### config.mk
export PLATFORM = sky130hd
export DESIGN_NAME = mem_arb_flat
export DESIGN_NICKNAME = d
export VERILOG_FILES = /design/src/rtl/mem_arb_if.sv /design/src/rtl/mem_arb.sv /design/src/flat_wrapper.sv
export SDC_FILE = /design/constraint.sdc
export NUM_CORES = 1
export LEC_CHECK = 0
export ABC_AREA = 0
export CORE_AREA = 2 2 108 110
export DETAILED_ROUTE_END_ITERATION = 6
export DIE_AREA = 0 0 110 112
export GPL_TIMING_DRIVEN = 0
export RECOVER_POWER = 50
export SLEW_MARGIN = 20
export SYNTH_ARGS = -nofsm -noshare
export SYNTH_HDL_FRONTEND = slang
export SYNTH_SLANG_ARGS = --single-unit
### constraint.sdc
create_clock -name i_clk -period 1.9 [get_ports i_clk]
set_input_delay 0.475 -clock i_clk [delete_from_list [all_inputs] [get_ports i_clk]]
set_output_delay 0.475 -clock i_clk [all_outputs]
set_load 0.01 [all_outputs]
### src/rtl/mem_arb_if.sv
// Bundle of IFU/LSU request-response channels and the shared SRAM port seen by mem_arb.
// The slave view belongs to the arbiter; the master view belongs to the masters and the SRAM model.
interface mem_arb_if #(
  parameter int CPU_WIDTH = 32
);
  logic                   ifu_req_valid;
  logic                   ifu_req_ready;
  logic [CPU_WIDTH-1:0]   ifu_addr;
  logic                   ifu_rsp_valid;
  logic [CPU_WIDTH-1:0]   ifu_rdata;
  logic                   ifu_rsp_err;

  logic                   lsu_req_valid;
  logic                   lsu_req_ready;
  logic                   lsu_wen;
  logic [CPU_WIDTH-1:0]   lsu_addr;
  logic [CPU_WIDTH-1:0]   lsu_wdata;
  logic [CPU_WIDTH/8-1:0] lsu_wmask;
  logic                   lsu_rsp_valid;
  logic [CPU_WIDTH-1:0]   lsu_rdata;
  logic                   lsu_rsp_err;

  logic                   sram_ren;
  logic                   sram_wen;
  logic [CPU_WIDTH-1:0]   sram_addr;
  logic [CPU_WIDTH-1:0]   sram_wdata;
  logic [CPU_WIDTH/8-1:0] sram_wmask;
  logic [CPU_WIDTH-1:0]   sram_rdata;
  logic                   sram_resp_valid;

  modport master (
    output ifu_req_valid, ifu_addr,
    input  ifu_req_ready, ifu_rsp_valid, ifu_rdata, ifu_rsp_err,
    output lsu_req_valid, lsu_wen, lsu_addr, lsu_wdata, lsu_wmask,
    input  lsu_req_ready, lsu_rsp_valid, lsu_rdata, lsu_rsp_err,
    input  sram_ren, sram_wen, sram_addr, sram_wdata, sram_wmask,
    output sram_rdata, sram_resp_valid
  );

  modport slave (
    input  ifu_req_valid, ifu_addr,
    output ifu_req_ready, ifu_rsp_valid, ifu_rdata, ifu_rsp_err,
    input  lsu_req_valid, lsu_wen, lsu_addr, lsu_wdata, lsu_wmask,
    output lsu_req_ready, lsu_rsp_valid, lsu_rdata, lsu_rsp_err,
    output sram_ren, sram_wen, sram_addr, sram_wdata, sram_wmask,
    input  sram_rdata, sram_resp_valid
  );
endinterface

### src/rtl/mem_arb.sv
// Round-robin arbiter sharing one SRAM port between IFU and LSU, one transaction in flight,
// with responses forwarded combinationally to the owner and a watchdog that completes with error.
module mem_arb #(
  parameter int CPU_WIDTH = 32,
  parameter int TIMEOUT   = 255
) (
  input  logic          i_clk,
  input  logic          i_rst_n,
  mem_arb_if.slave      bus
);
  localparam int CNT_W = $clog2(TIMEOUT + 1);
  localparam logic [CNT_W-1:0] TO_LAST = CNT_W'(TIMEOUT - 1);

  typedef enum logic [1:0] {
    IDLE     = 2'd0,
    WAIT_IFU = 2'd1,
    WAIT_LSU = 2'd2
  } state_t;

  state_t           state_reg;
  logic             last_lsu_reg;
  logic             lsu_wr_reg;
  logic [CNT_W-1:0] cnt_reg;

  logic             in_idle;
  logic             grant_ifu;
  logic             grant_lsu;
  logic             wait_ifu;
  logic             wait_lsu;
  logic             at_last;
  logic             rsp_fire;
  logic             rsp_err;

  // Outputs are gated by reset so nothing leaks while i_rst_n is low.
  assign in_idle   = i_rst_n && (state_reg == IDLE);
  assign grant_ifu = in_idle && bus.ifu_req_valid && (!bus.lsu_req_valid || last_lsu_reg);
  assign grant_lsu = in_idle && bus.lsu_req_valid && (!bus.ifu_req_valid || !last_lsu_reg);
  assign wait_ifu  = i_rst_n && (state_reg == WAIT_IFU);
  assign wait_lsu  = i_rst_n && (state_reg == WAIT_LSU);
  assign at_last   = (cnt_reg == TO_LAST);
  assign rsp_fire  = bus.sram_resp_valid || at_last;
  assign rsp_err   = !bus.sram_resp_valid && at_last;

  assign bus.ifu_req_ready = grant_ifu;
  assign bus.lsu_req_ready = grant_lsu;

  assign bus.sram_ren  = grant_ifu || (grant_lsu && !bus.lsu_wen);
  assign bus.sram_wen  = grant_lsu && bus.lsu_wen;
  assign bus.sram_addr = grant_ifu ? bus.ifu_addr :
                         grant_lsu ? bus.lsu_addr : '0;

  logic [CPU_WIDTH-1:0]   wdata_lane;
  logic [CPU_WIDTH/8-1:0] wmask_lane;

  for (genvar gi = 0; gi < CPU_WIDTH / 8; gi++) begin : g_lane
    assign wdata_lane[gi*8 +: 8] = grant_lsu ? bus.lsu_wdata[gi*8 +: 8] : 8'h00;
    assign wmask_lane[gi]        = grant_lsu && bus.lsu_wmask[gi];
  end

  assign bus.sram_wdata = wdata_lane;
  assign bus.sram_wmask = wmask_lane;

  assign bus.ifu_rsp_valid = wait_ifu && rsp_fire;
  assign bus.ifu_rsp_err   = wait_ifu && rsp_err;
  assign bus.ifu_rdata     = (wait_ifu && bus.sram_resp_valid) ? bus.sram_rdata : '0;

  // Writes complete with zero data even though the SRAM bus may carry stale read data.
  assign bus.lsu_rsp_valid = wait_lsu && rsp_fire;
  assign bus.lsu_rsp_err   = wait_lsu && rsp_err;
  assign bus.lsu_rdata     = (wait_lsu && bus.sram_resp_valid && !lsu_wr_reg) ? bus.sram_rdata : '0;

  always_ff @(posedge i_clk) begin
    if (!i_rst_n) begin
      state_reg    <= IDLE;
      last_lsu_reg <= 1'b1;
      lsu_wr_reg   <= 1'b0;
      cnt_reg      <= '0;
    end else begin
      case (state_reg)
        IDLE: begin
          if (grant_ifu) begin
            state_reg    <= WAIT_IFU;
            last_lsu_reg <= 1'b0;
            cnt_reg      <= '0;
          end else if (grant_lsu) begin
            state_reg    <= WAIT_LSU;
            last_lsu_reg <= 1'b1;
            lsu_wr_reg   <= bus.lsu_wen;
            cnt_reg      <= '0;
          end
        end
        WAIT_IFU, WAIT_LSU: begin
          if (rsp_fire) begin
            state_reg <= IDLE;
          end else begin
            cnt_reg <= cnt_reg + CNT_W'(1);
          end
        end
        default: state_reg <= IDLE;
      endcase
    end
  end
endmodule

### src/flat_wrapper.sv
// flat-port wrapper written by rule: the top's interface ports become plain ports
module mem_arb_flat 
#(
  parameter int CPU_WIDTH = 32,
  parameter int TIMEOUT   = 255
)
  (i_clk, i_rst_n, bus_ifu_req_valid, bus_ifu_addr, bus_ifu_req_ready, bus_ifu_rsp_valid, bus_ifu_rdata, bus_ifu_rsp_err, bus_lsu_req_valid, bus_lsu_wen, bus_lsu_addr, bus_lsu_wdata, bus_lsu_wmask, bus_lsu_req_ready, bus_lsu_rsp_valid, bus_lsu_rdata, bus_lsu_rsp_err, bus_sram_ren, bus_sram_wen, bus_sram_addr, bus_sram_wdata, bus_sram_wmask, bus_sram_rdata, bus_sram_resp_valid);
  mem_arb_if #(.CPU_WIDTH(CPU_WIDTH)) bus_i ();
  input  logic i_clk;
  input  logic i_rst_n;
  input wire logic [$bits(bus_i.ifu_req_valid)-1:0] bus_ifu_req_valid;
  input wire logic [$bits(bus_i.ifu_addr)-1:0] bus_ifu_addr;
  output wire logic [$bits(bus_i.ifu_req_ready)-1:0] bus_ifu_req_ready;
  output wire logic [$bits(bus_i.ifu_rsp_valid)-1:0] bus_ifu_rsp_valid;
  output wire logic [$bits(bus_i.ifu_rdata)-1:0] bus_ifu_rdata;
  output wire logic [$bits(bus_i.ifu_rsp_err)-1:0] bus_ifu_rsp_err;
  input wire logic [$bits(bus_i.lsu_req_valid)-1:0] bus_lsu_req_valid;
  input wire logic [$bits(bus_i.lsu_wen)-1:0] bus_lsu_wen;
  input wire logic [$bits(bus_i.lsu_addr)-1:0] bus_lsu_addr;
  input wire logic [$bits(bus_i.lsu_wdata)-1:0] bus_lsu_wdata;
  input wire logic [$bits(bus_i.lsu_wmask)-1:0] bus_lsu_wmask;
  output wire logic [$bits(bus_i.lsu_req_ready)-1:0] bus_lsu_req_ready;
  output wire logic [$bits(bus_i.lsu_rsp_valid)-1:0] bus_lsu_rsp_valid;
  output wire logic [$bits(bus_i.lsu_rdata)-1:0] bus_lsu_rdata;
  output wire logic [$bits(bus_i.lsu_rsp_err)-1:0] bus_lsu_rsp_err;
  output wire logic [$bits(bus_i.sram_ren)-1:0] bus_sram_ren;
  output wire logic [$bits(bus_i.sram_wen)-1:0] bus_sram_wen;
  output wire logic [$bits(bus_i.sram_addr)-1:0] bus_sram_addr;
  output wire logic [$bits(bus_i.sram_wdata)-1:0] bus_sram_wdata;
  output wire logic [$bits(bus_i.sram_wmask)-1:0] bus_sram_wmask;
  input wire logic [$bits(bus_i.sram_rdata)-1:0] bus_sram_rdata;
  input wire logic [$bits(bus_i.sram_resp_valid)-1:0] bus_sram_resp_valid;
  assign bus_i.ifu_req_valid = bus_ifu_req_valid;
  assign bus_i.ifu_addr = bus_ifu_addr;
  assign bus_ifu_req_ready = bus_i.ifu_req_ready;
  assign bus_ifu_rsp_valid = bus_i.ifu_rsp_valid;
  assign bus_ifu_rdata = bus_i.ifu_rdata;
  assign bus_ifu_rsp_err = bus_i.ifu_rsp_err;
  assign bus_i.lsu_req_valid = bus_lsu_req_valid;
  assign bus_i.lsu_wen = bus_lsu_wen;
  assign bus_i.lsu_addr = bus_lsu_addr;
  assign bus_i.lsu_wdata = bus_lsu_wdata;
  assign bus_i.lsu_wmask = bus_lsu_wmask;
  assign bus_lsu_req_ready = bus_i.lsu_req_ready;
  assign bus_lsu_rsp_valid = bus_i.lsu_rsp_valid;
  assign bus_lsu_rdata = bus_i.lsu_rdata;
  assign bus_lsu_rsp_err = bus_i.lsu_rsp_err;
  assign bus_sram_ren = bus_i.sram_ren;
  assign bus_sram_wen = bus_i.sram_wen;
  assign bus_sram_addr = bus_i.sram_addr;
  assign bus_sram_wdata = bus_i.sram_wdata;
  assign bus_sram_wmask = bus_i.sram_wmask;
  assign bus_i.sram_rdata = bus_sram_rdata;
  assign bus_i.sram_resp_valid = bus_sram_resp_valid;
  mem_arb #(.CPU_WIDTH(CPU_WIDTH), .TIMEOUT(TIMEOUT)) u_core (.i_clk(i_clk), .i_rst_n(i_rst_n), .bus(bus_i));
endmodule
### Word level (Yosys, flattened, before mapping)

Cells that the tools add are included.

* bits in latches: 0
* output and inout port bits: 140
* word-level logic and storage cells: 69
* memories kept: 0
* RAM bits: 0
* flip-flop bits (word level): 12
* bits of input ports: 138
* bits in read-only memories: 0

* multiplexer cells: 18
* $mul: 0
* reduce and logical (&&, ||, !) cells: 39
* divide/modulo/power cells: 0
* $add $sub $neg: 1
* bitwise operators: 1
* shift operators: 0
* $lt $le $gt $ge: 0
* equal/unequal tests: 6

Operators by type and width (count)
* 2-to-1 mux 32 bit: 4
* 2-to-1 mux 8 bit: 7
* logical AND 1 bit: 21
* case mux 8 bit (2 select lines): 1
* adder 8 x 1 -> 8 bit (second input constant): 1
* == test 8 bit (second input constant): 1
* logical NOT 1 bit: 6
* 2-to-1 mux 2 bit: 3
* AND reduction 3 bit: 2
* logical OR 1 bit: 4
* case mux 2 bit (2 select lines): 1
* AND reduction 2 bit: 2
* nonzero test 2 bit: 2
* != test 3 x 1 -> 1 bit (second input constant): 1
* == test 2 x 1 -> 1 bit (second input constant): 1
* == test 2 bit (second input constant): 1
* logical NOT 2 bit: 1
* 2-to-1 mux 1 bit: 2
* != test 2 x 1 -> 1 bit (second input constant): 1
* != test 2 bit (second input constant): 1
* OR reduction 2 bit: 1
* inverter 1 bit: 1

### Longest topological paths before layout

Gate-level depths: netlist of run 1.

* depth in word-level cells: 7
* gate-level depth with buffers: 8
* mapped depth without buffers: 7

### Least setup slack after synthesis of run 1

OpenSTA, ideal clock, no wires.

* path kind: register to output
* from: reg u_core.state_reg[0]
* to: out bus_sram_wdata[0]
* path buffers: 1
* required time: 1.425 ns
* data arrival time: 1.499 ns
* cell stages (with the launch flop): 8
* setup slack: -0.074 ns
* path through: dfxtp_1 -> inv_1 -> ha_1 -> nand3_1 -> or2_1 -> inv_2 -> buf_2 -> and2_1

* word-level cells in the longest chain between the ends: 5

Ends and longest elaborated chain
* start, declared: line mem_arb.sv:20 `state_t state_reg;`
* start signal, assigned: line mem_arb.sv:74 `state_reg <= IDLE;`
* start signal, assigned: line mem_arb.sv:82 `state_reg <= WAIT_IFU;`
* start signal, assigned: line mem_arb.sv:86 `state_reg <= WAIT_LSU;`
* logical NOT 2 bit: line mem_arb.sv:35 `assign in_idle = i_rst_n && (state_reg == IDLE);`
* logical AND 1 bit: line mem_arb.sv:35
* logical AND 1 bit (2 in a row): line mem_arb.sv:37 `assign grant_lsu = in_idle && bus.lsu_req_valid && (!bus.ifu_req_valid || !last_lsu_reg);`
* via bus_lsu_req_ready: line flat_wrapper.sv:22 `output wire logic [$bits(bus_i.lsu_req_ready)-1:0] bus_lsu_req_ready;`
* 2-to-1 mux 8 bit: line mem_arb.sv:56 `assign wdata_lane[gi*8 +: 8] = grant_lsu ? bus.lsu_wdata[gi*8 +: 8] : 8'h00;`
* end, declared: line flat_wrapper.sv:29 `output wire logic [$bits(bus_i.sram_wdata)-1:0] bus_sram_wdata;`

The timed path passes the listed nets, and every way through them passes these cells.

### Final worst setup path of run 1

* from: reg u_core.state_reg[0]
* to: out bus_sram_addr[31]

* word-level cells in the longest chain between the ends: 6
* elaborated cells on any way between the ends: 8
* classes of those cells: mux: 2; reduce/logical: 6

Ends and longest elaborated chain
* logical NOT 2 bit (*): line mem_arb.sv:35
* logical AND 1 bit (*): line mem_arb.sv:35
* logical AND 1 bit (2 in a row): line mem_arb.sv:37
* 2-to-1 mux 32 bit: line mem_arb.sv:50 `grant_lsu ? bus.lsu_addr : '0;`
* 2-to-1 mux 32 bit (*): line mem_arb.sv:49 `assign bus.sram_addr = grant_ifu ? bus.ifu_addr :`
* end, declared: line flat_wrapper.sv:28 `output wire logic [$bits(bus_i.sram_addr)-1:0] bus_sram_addr;`

Every way passes the cells marked *; elsewhere a longest branch is shown, timed or not.

==> results of run 1 <==
## layer usage
layer	routed length [microns]	track usage (%)
met1	4275	19.50
met2	6540	35.62
met3	1274	4.215
met4	221	4.051
met5	0	0
## area by class of cell
type / instances / share of cell area [%]
plain buffers: 18 / 4.623
clock buffers: 3 / 1.394
inverters: 9 / 0.8130
multi-input cells: 212 / 30.31
flip-flops and latches: 12 / 4.530
well taps: 143 / 3.322
repair buffers: 315 / 55.01
## stage by stage
| stage | utilization [%] | total power, mW | cell area [sq um] | setup slack [ns] |
|---|---|---|---|---|
| floorplan | - | 0.5613 | 1827 | 0.03672 |
| global route | 48.20 | 1.773 | 5386 | -0.4007 |
| global placement | 42.76 | 1.119 | 4778 | -1.316 |
| CTS | 47.31 | 1.619 | 5286 | -0.3208 |
| detailed placement | 42.76 | 1.127 | 4778 | -1.316 |
| finish | 48.20 | 1.679 | 5386 | -0.3437 |
## cells by family (layout without fill, tap and decap cells)
logic type | count (synthesis) | after routing | synth area share [%]
and+or+nand+nor | 145 | 145 | 47.79
DFF | 12 | 12 | 13.26
adders and majority gates | 6 | 6 | 4.144
AOI/OAI and AO/OA | 61 | 61 | 27.49
buffers and inverters | 27 | 345 | 7.321
## timing repair
action                                  in CTS  in global routing
pin swaps                                   39                 29
buffers inserted                            22                  4
hold buffers                                 0                  0
endpoints found under the setup margin     143                139
gates resized for setup                    700                 88
gates cloned                                10                  2
## final timing paths
check	slack, ns	end	depth (start not counted)	from
setup reg to reg	0.26	u_core.cnt_reg[4]	7	u_core.cnt_reg[0]
hold reg to reg	0.49	u_core.last_lsu_reg	2	u_core.last_lsu_reg
setup / recovery	-0.34	bus_sram_addr[31]	9	u_core.state_reg[0]
hold / removal	0.49	u_core.last_lsu_reg	2	u_core.last_lsu_reg
## cell usage in the layout (no fill, tap or decap), drive strengths merged
master,instances
nand2b,1
dfxtp,12
clkdlybuf4s15,3
a21o,5
a21oi,5
dlygate4sd2,1
a22o,32
and2,101
inv,9
clkdlybuf4s50,133
a211oi,1
nor4,2
a21boi,1
buf,188
clkdlybuf4s18,1
a31oi,3
a211o,1
or2,1
and3,2
nor2,3
nand3,5
nor3,8
o221a,3
clkbuf,9
bufbuf,1
o21a,2
nand2,18
a221oi,1
and4,1
ha,6
nand4,2
nor3b,1
o21ai,7
## report_power, final
group          switching, mW  internal [mW]  leakage, nW
Clock                  0.102          0.274       0.0370
Sequential           0.00631          0.261       0.0985
Combinational          0.381          0.656         2.45
## critical path, cell delays in order, from the launching register on
cell and delay, ns:
sky130_fd_sc_hd__dfxtp_2 0.33, sky130_fd_sc_hd__inv_4 0.07, sky130_fd_sc_hd__ha_4 0.15, sky130_fd_sc_hd__nand3_2 0.07, sky130_fd_sc_hd__or2_4 0.27, sky130_fd_sc_hd__inv_8 0.09
sky130_fd_sc_hd__buf_12 0.13, sky130_fd_sc_hd__buf_8 0.11, sky130_fd_sc_hd__a22o_1 0.16, sky130_fd_sc_hd__buf_2 0.15
==> results.yml, run 1 <==
run_status:
  outcome: "finished with violations"
  violations: "setup timing"
logic_synthesis:
  ys_ff_latch: 12
  synthesis.area_sq_um: 1812
  synth_warnings: 0
  synth_area_leaders: "sky130_fd_sc_hd__and2_1 (35%), sky130_fd_sc_hd__a22o_1 (15%), sky130_fd_sc_hd__dfxtp_1 (13%)"
  synth.avg_cell_area_sq_um: 7.218
  post-synth-top-area-fraction_pct: 34.88
  synth_cell_type_count: 36
  synth.yosys.seq_area_share_pct: 13.26
  synth-edff-count: 0
  most_repeated_cell_in_the_gate_level_netlist_after_synthesis: "sky130_fd_sc_hd__and2_1"
  synth_top_cell_by_area: "sky130_fd_sc_hd__and2_1"
  ys_top_cells_by_count: "sky130_fd_sc_hd__and2_1 (101), sky130_fd_sc_hd__a22o_1 (32), sky130_fd_sc_hd__nand2_1 (18)"
  synth_nets: 395
  synthFlopType: "sky130_fd_sc_hd__dfxtp_1"
  netlist_instances: 251
  postSynth.asyncResetShare_pct: 0
finish:
  finish.cell_count_without_fillers: 712
  syn2layout_area_growth_pct: 197.3
  largest_register_ff_count: 8
  fillers: 1102
  sequential_cell_area_sq_um: 244.0
  post_route_cells_drive_above_1_share_pct: 49.21
  number_of_diodes_added_for_antenna_fixing: 0
  area_of_the_multi_input_gates_sq_um: 1633
  fin_nets: 715
die:
  std_cell_rows: 39
  die_w_microns: 110
  boundaryPins: 278
  start_util_pct: 16.21
  placeableCoreArea_sq_um: 11170
  die_area_sq_um: 12320
  die_y_microns: 112
timing:
  setup_tns_ns: -28.97
  final_min_period_over_clock_period_pct: 118.1
  finalCriticalPeriod_ns: 2.244
  setup_ws_ns: -0.3437
  hold_vio_cnt_final: 0
  fin_skew_ns: 0.002275
  hold_slack_ns: 0.4892
  fmax_mhz: 445.7
  max-slew-margin-rel_pct: 75.00
  max_slew.worst_pin.slew_ns: 0.3750
  rsz0062_at_grt: "true"
  drv_slew: 0
  timing.final.setup_violations: 136
clock_tree:
  clk_pin_slew_worst_paths_ns: 0.04
  tritoncts: "done"
  root_buffer: "sky130_fd_sc_hd__clkbuf_16"
  clock-sinks: 12
  cts_made_buffers: 3
  clock_tree.htree_level_count: 1
  worstSkewPairLatency_ns: 0.24
  clock_tree_buf_depth: 2
global_route:
  grt_remaining_overflow: 0
  grt_first_pass_wirelength_mm: 17.64
  grt_use_total_pct: 18.35
  first_global_vias: 3206
  largest_net_degree_at_the_start_of_global_routing: 11
  initial_antenna_violation_count: 0
setup_path:
  endpoint_kind: "output port"
  start_kind: "register"
  critical_path_required_ns: 1.42
  worst-setup-path-type: "register to output port"
  worst-path-max-fanout: 5
  arrival_ns: 1.77
power_and_ir_drop:
  vdd_drop_max_mv: 0.2568
  power_density_nw_per_um2: 311.8
  p_leak_nw: 2.581
drt:
  first_pass_iters: 4
  drc: 0
  post_drt_wl_per_cell_microns: 17.29
  via_per_inst: 4.379
  drtIter0Drc: 154
  route.final.wire_length_mm: 12.31
  postRouteAntennaNets: 0
  vias: 3118
placed_design:
  final_hpwl_from_detailed_placement_mm: 9.665
  dp.cells: 671
  finalWeightedCongestion: 0.8052
  io_buffers: 277
hold_path:
  worstHoldPathType: "register to register"
flow_run:
  timing.max_cap.violations: 0
(Power assumes the default switching activity.)
==> run 2: changes to the inputs <==
--- a/config.mk
+++ b/config.mk
@@ -11,7 +11,7 @@
 export DIE_AREA = 0 0 110 112
 export GPL_TIMING_DRIVEN = 0
 export RECOVER_POWER = 50
-export SLEW_MARGIN = 20
+export SLEW_MARGIN = 0
 export SYNTH_ARGS = -nofsm -noshare
 export SYNTH_HDL_FRONTEND = slang
 export SYNTH_SLANG_ARGS = --single-unit
==> results of run 2 <==
No change in the layout: final DEF, timing and power equal those of run 1.
==> run 3: changes to the inputs <==
--- a/config.mk
+++ b/config.mk
@@ -11,6 +11,7 @@
 export DIE_AREA = 0 0 110 112
 export GPL_TIMING_DRIVEN = 0
 export RECOVER_POWER = 50
+export REMOVE_ABC_BUFFERS = 1
 export SLEW_MARGIN = 0
 export SYNTH_ARGS = -nofsm -noshare
 export SYNTH_HDL_FRONTEND = slang
==> run 3 against run 2 <==
The run still ends with setup timing left. Register-to-register slack got worse by 0.18 ns. Worst setup slack got worse by 0.079 ns. Critical endpoint is now bus_sram_addr[3]. Cell count increased by 3.7%. Largest power group unchanged. Clock power increased by 19%.
==> results.yml, run 3 (synthesized netlist as in run 1, its figures left out) <==
die:
  start_util_pct: 16.21
  die_w_microns: 110
  die_y_microns: 112
  placeableCoreArea_sq_um: 11170
  boundaryPins: 278
  die_area_sq_um: 12320
  std_cell_rows: 39
setup_path:
  start_kind: "register"
  cp_cell_sequence: "inv_4 -> ha_4 -> nand3_2 -> or2_4 -> buf_12 -> buf_12 -> clkinv_8 -> buf_6 -> a22o_1 -> buf_2"
  cpPeakStageDelay_ns: 0.35
  crit_slowest_cell: "sky130_fd_sc_hd__dfxtp_4"
  worst-path-max-fanout: 7
  arrival_ns: 1.85
  endpoint_kind: "output port"
  timing.critical_path.mode_cell: "sky130_fd_sc_hd__buf_12"
  worst-setup-path-type: "register to output port"
  critical_path_required_ns: 1.42
global_route:
  grt_remaining_overflow: 0
  grt_use_total_pct: 21.73
  grt_first_pass_wirelength_mm: 19.89
  first_global_vias: 3439
  largest_net_degree_at_the_start_of_global_routing: 20
  initial_antenna_violation_count: 2
clock_tree:
  root_buffer: "sky130_fd_sc_hd__clkbuf_16"
  clk_pin_slew_worst_paths_ns: 0.05
  clock_tree.htree_level_count: 1
  clock_tree_buf_depth: 2
  clock-sinks: 12
  tritoncts: "done"
  worstSkewPairLatency_ns: 0.25
  cts_made_buffers: 3
  cts_hold_buffers: 0
drt:
  vias: 3368
  post_drt_wl_per_cell_microns: 19.52
  via_per_inst: 4.564
  first_pass_iters: 4
  drtIter0Drc: 111
  postRouteAntennaNets: 0
  route.final.wire_length_mm: 14.41
  drc: 0
finish:
  layout_common_cells: "sky130_fd_sc_hd__clkdlybuf4s50_1 (133), sky130_fd_sc_hd__buf_6 (102), sky130_fd_sc_hd__buf_2 (65)"
  finalCoreUtilization_pct: 50.71
  syn2layout_area_growth_pct: 212.8
  post_route_cells_drive_above_1_share_pct: 52.69
  most_common_cell_after_layout_fill_and_taps_aside: "sky130_fd_sc_hd__clkdlybuf4s50_1"
  fillers: 1078
  largest_register_ff_count: 8
  fin_nets: 739
timing:
  hold_vio_cnt_final: 0
  fin_skew_ns: 0.001286
  max_slew.worst_pin.slew_ns: 0.4061
  rsz0062_at_grt: "true"
  finalCriticalPeriod_ns: 2.323
  max-slew-margin-rel_pct: 72.93
  timing.final.setup_violations: 128
  drv_slew: 0
  fmax_mhz: 430.5
  final_min_period_over_clock_period_pct: 122.2
  setup_ws_ns: -0.4226
run_status:
  violations: "setup timing"
  outcome: "finished with violations"
power_and_ir_drop:
  vdd_drop_max_mv: 0.2534
  p_leak_nw: 2.741
  power_mw: 1.809
  power_density_nw_per_um2: 319.3
placed_design:
  finalWeightedCongestion: 0.7968
  io_buffers: 277
  final_hpwl_from_detailed_placement_mm: 9.579
hold_path:
  worstHoldPathType: "register to register"
flow_run:
  timing.max_cap.violations: 0
## run 3: worst max-delay path, delay by kind of cell (launching register included)
kind / cells / cell delay [ns]
buf+inv: 6 / 0.63
simple gates: 2 / 0.36
flops: 1 / 0.35
fa+ha+maj: 1 / 0.14
compound gates: 1 / 0.12
## run 3: area by class of cell
class / count / area [sq um] / area share [%]
multi-input cells: 216 / 1717 / 30.29
clock buffers: 4 / 88.84 / 1.568
diodes: 1 / 2.502 / 0.04416
well taps: 143 / 178.9 / 3.157
repair inverters: 8 / 100.1 / 1.766
repair buffers: 345 / 3264 / 57.61
inverters: 9 / 68.82 / 1.214
flip-flops and latches: 12 / 246.5 / 4.350
## run 3: what timing repair did
| item | CTS | global route |
|---|---|---|
| setup buffers | 54 | 12 |
| pin swaps | 70 | 18 |
| endpoints found under the setup margin | 151 | 138 |
| gates cloned | 14 | 1 |
| endpoints found under the hold margin | 0 | 0 |
| resized for setup | 704 | 98 |
## run 3: power breakdown
part	leakage (nW)	total [mW]	internal [mW]	switching, mW
sequential	0.0988	0.268	0.260	0.00791
clock	0.0442	0.445	0.319	0.126
combinational	2.60	1.10	0.663	0.432
total	2.74	1.81	1.24	0.566
## run 3: path summary, 6_finish.rpt
check | slack [ns] | to | depth (start not counted) | start
worst max-delay path | -0.42 | bus_sram_addr[3] | 10 | u_core.state_reg[0]
worst min-delay path | 0.49 | u_core.last_lsu_reg | 2 | u_core.last_lsu_reg
worst max register to register | 0.08 | u_core.state_reg[1] | 11 | u_core.state_reg[0]
worst min register to register | 0.49 | u_core.last_lsu_reg | 2 | u_core.last_lsu_reg
## run 3: stage by stage
step / instance area (sq um) / hold WS, ns / setup TNS [ns] / instances / setup WS [ns]
after floorplan: 1713 / 0.4438 / -31.35 / 233 / -0.4014
after global placement: 4664 / 0.4581 / -253.93 / 653 / -2.058
after detailed placement: 4664 / 0.4659 / -259.36 / 653 / -2.102
after CTS: 5341 / 0.4784 / -33.60 / 724 / -0.4268
after global routing: 5667 / 0.5409 / -39.63 / 738 / -0.4594
final: 5667 / 0.4947 / -33.76 / 738 / -0.4226
## run 3: per-layer routing
layer | vias up | routed length (microns) | share of wire [%] | track usage, %
met4 | 2 | 478 | 3.3 | 7.932
met3 | 23 | 1360 | 9.4 | 4.742
li1 | 1571 | - | - | -
met5 | - | 13 | 0.090 | 0
met2 | 215 | 7898 | 55 | 43.52
met1 | 1557 | 4654 | 32 | 20.76
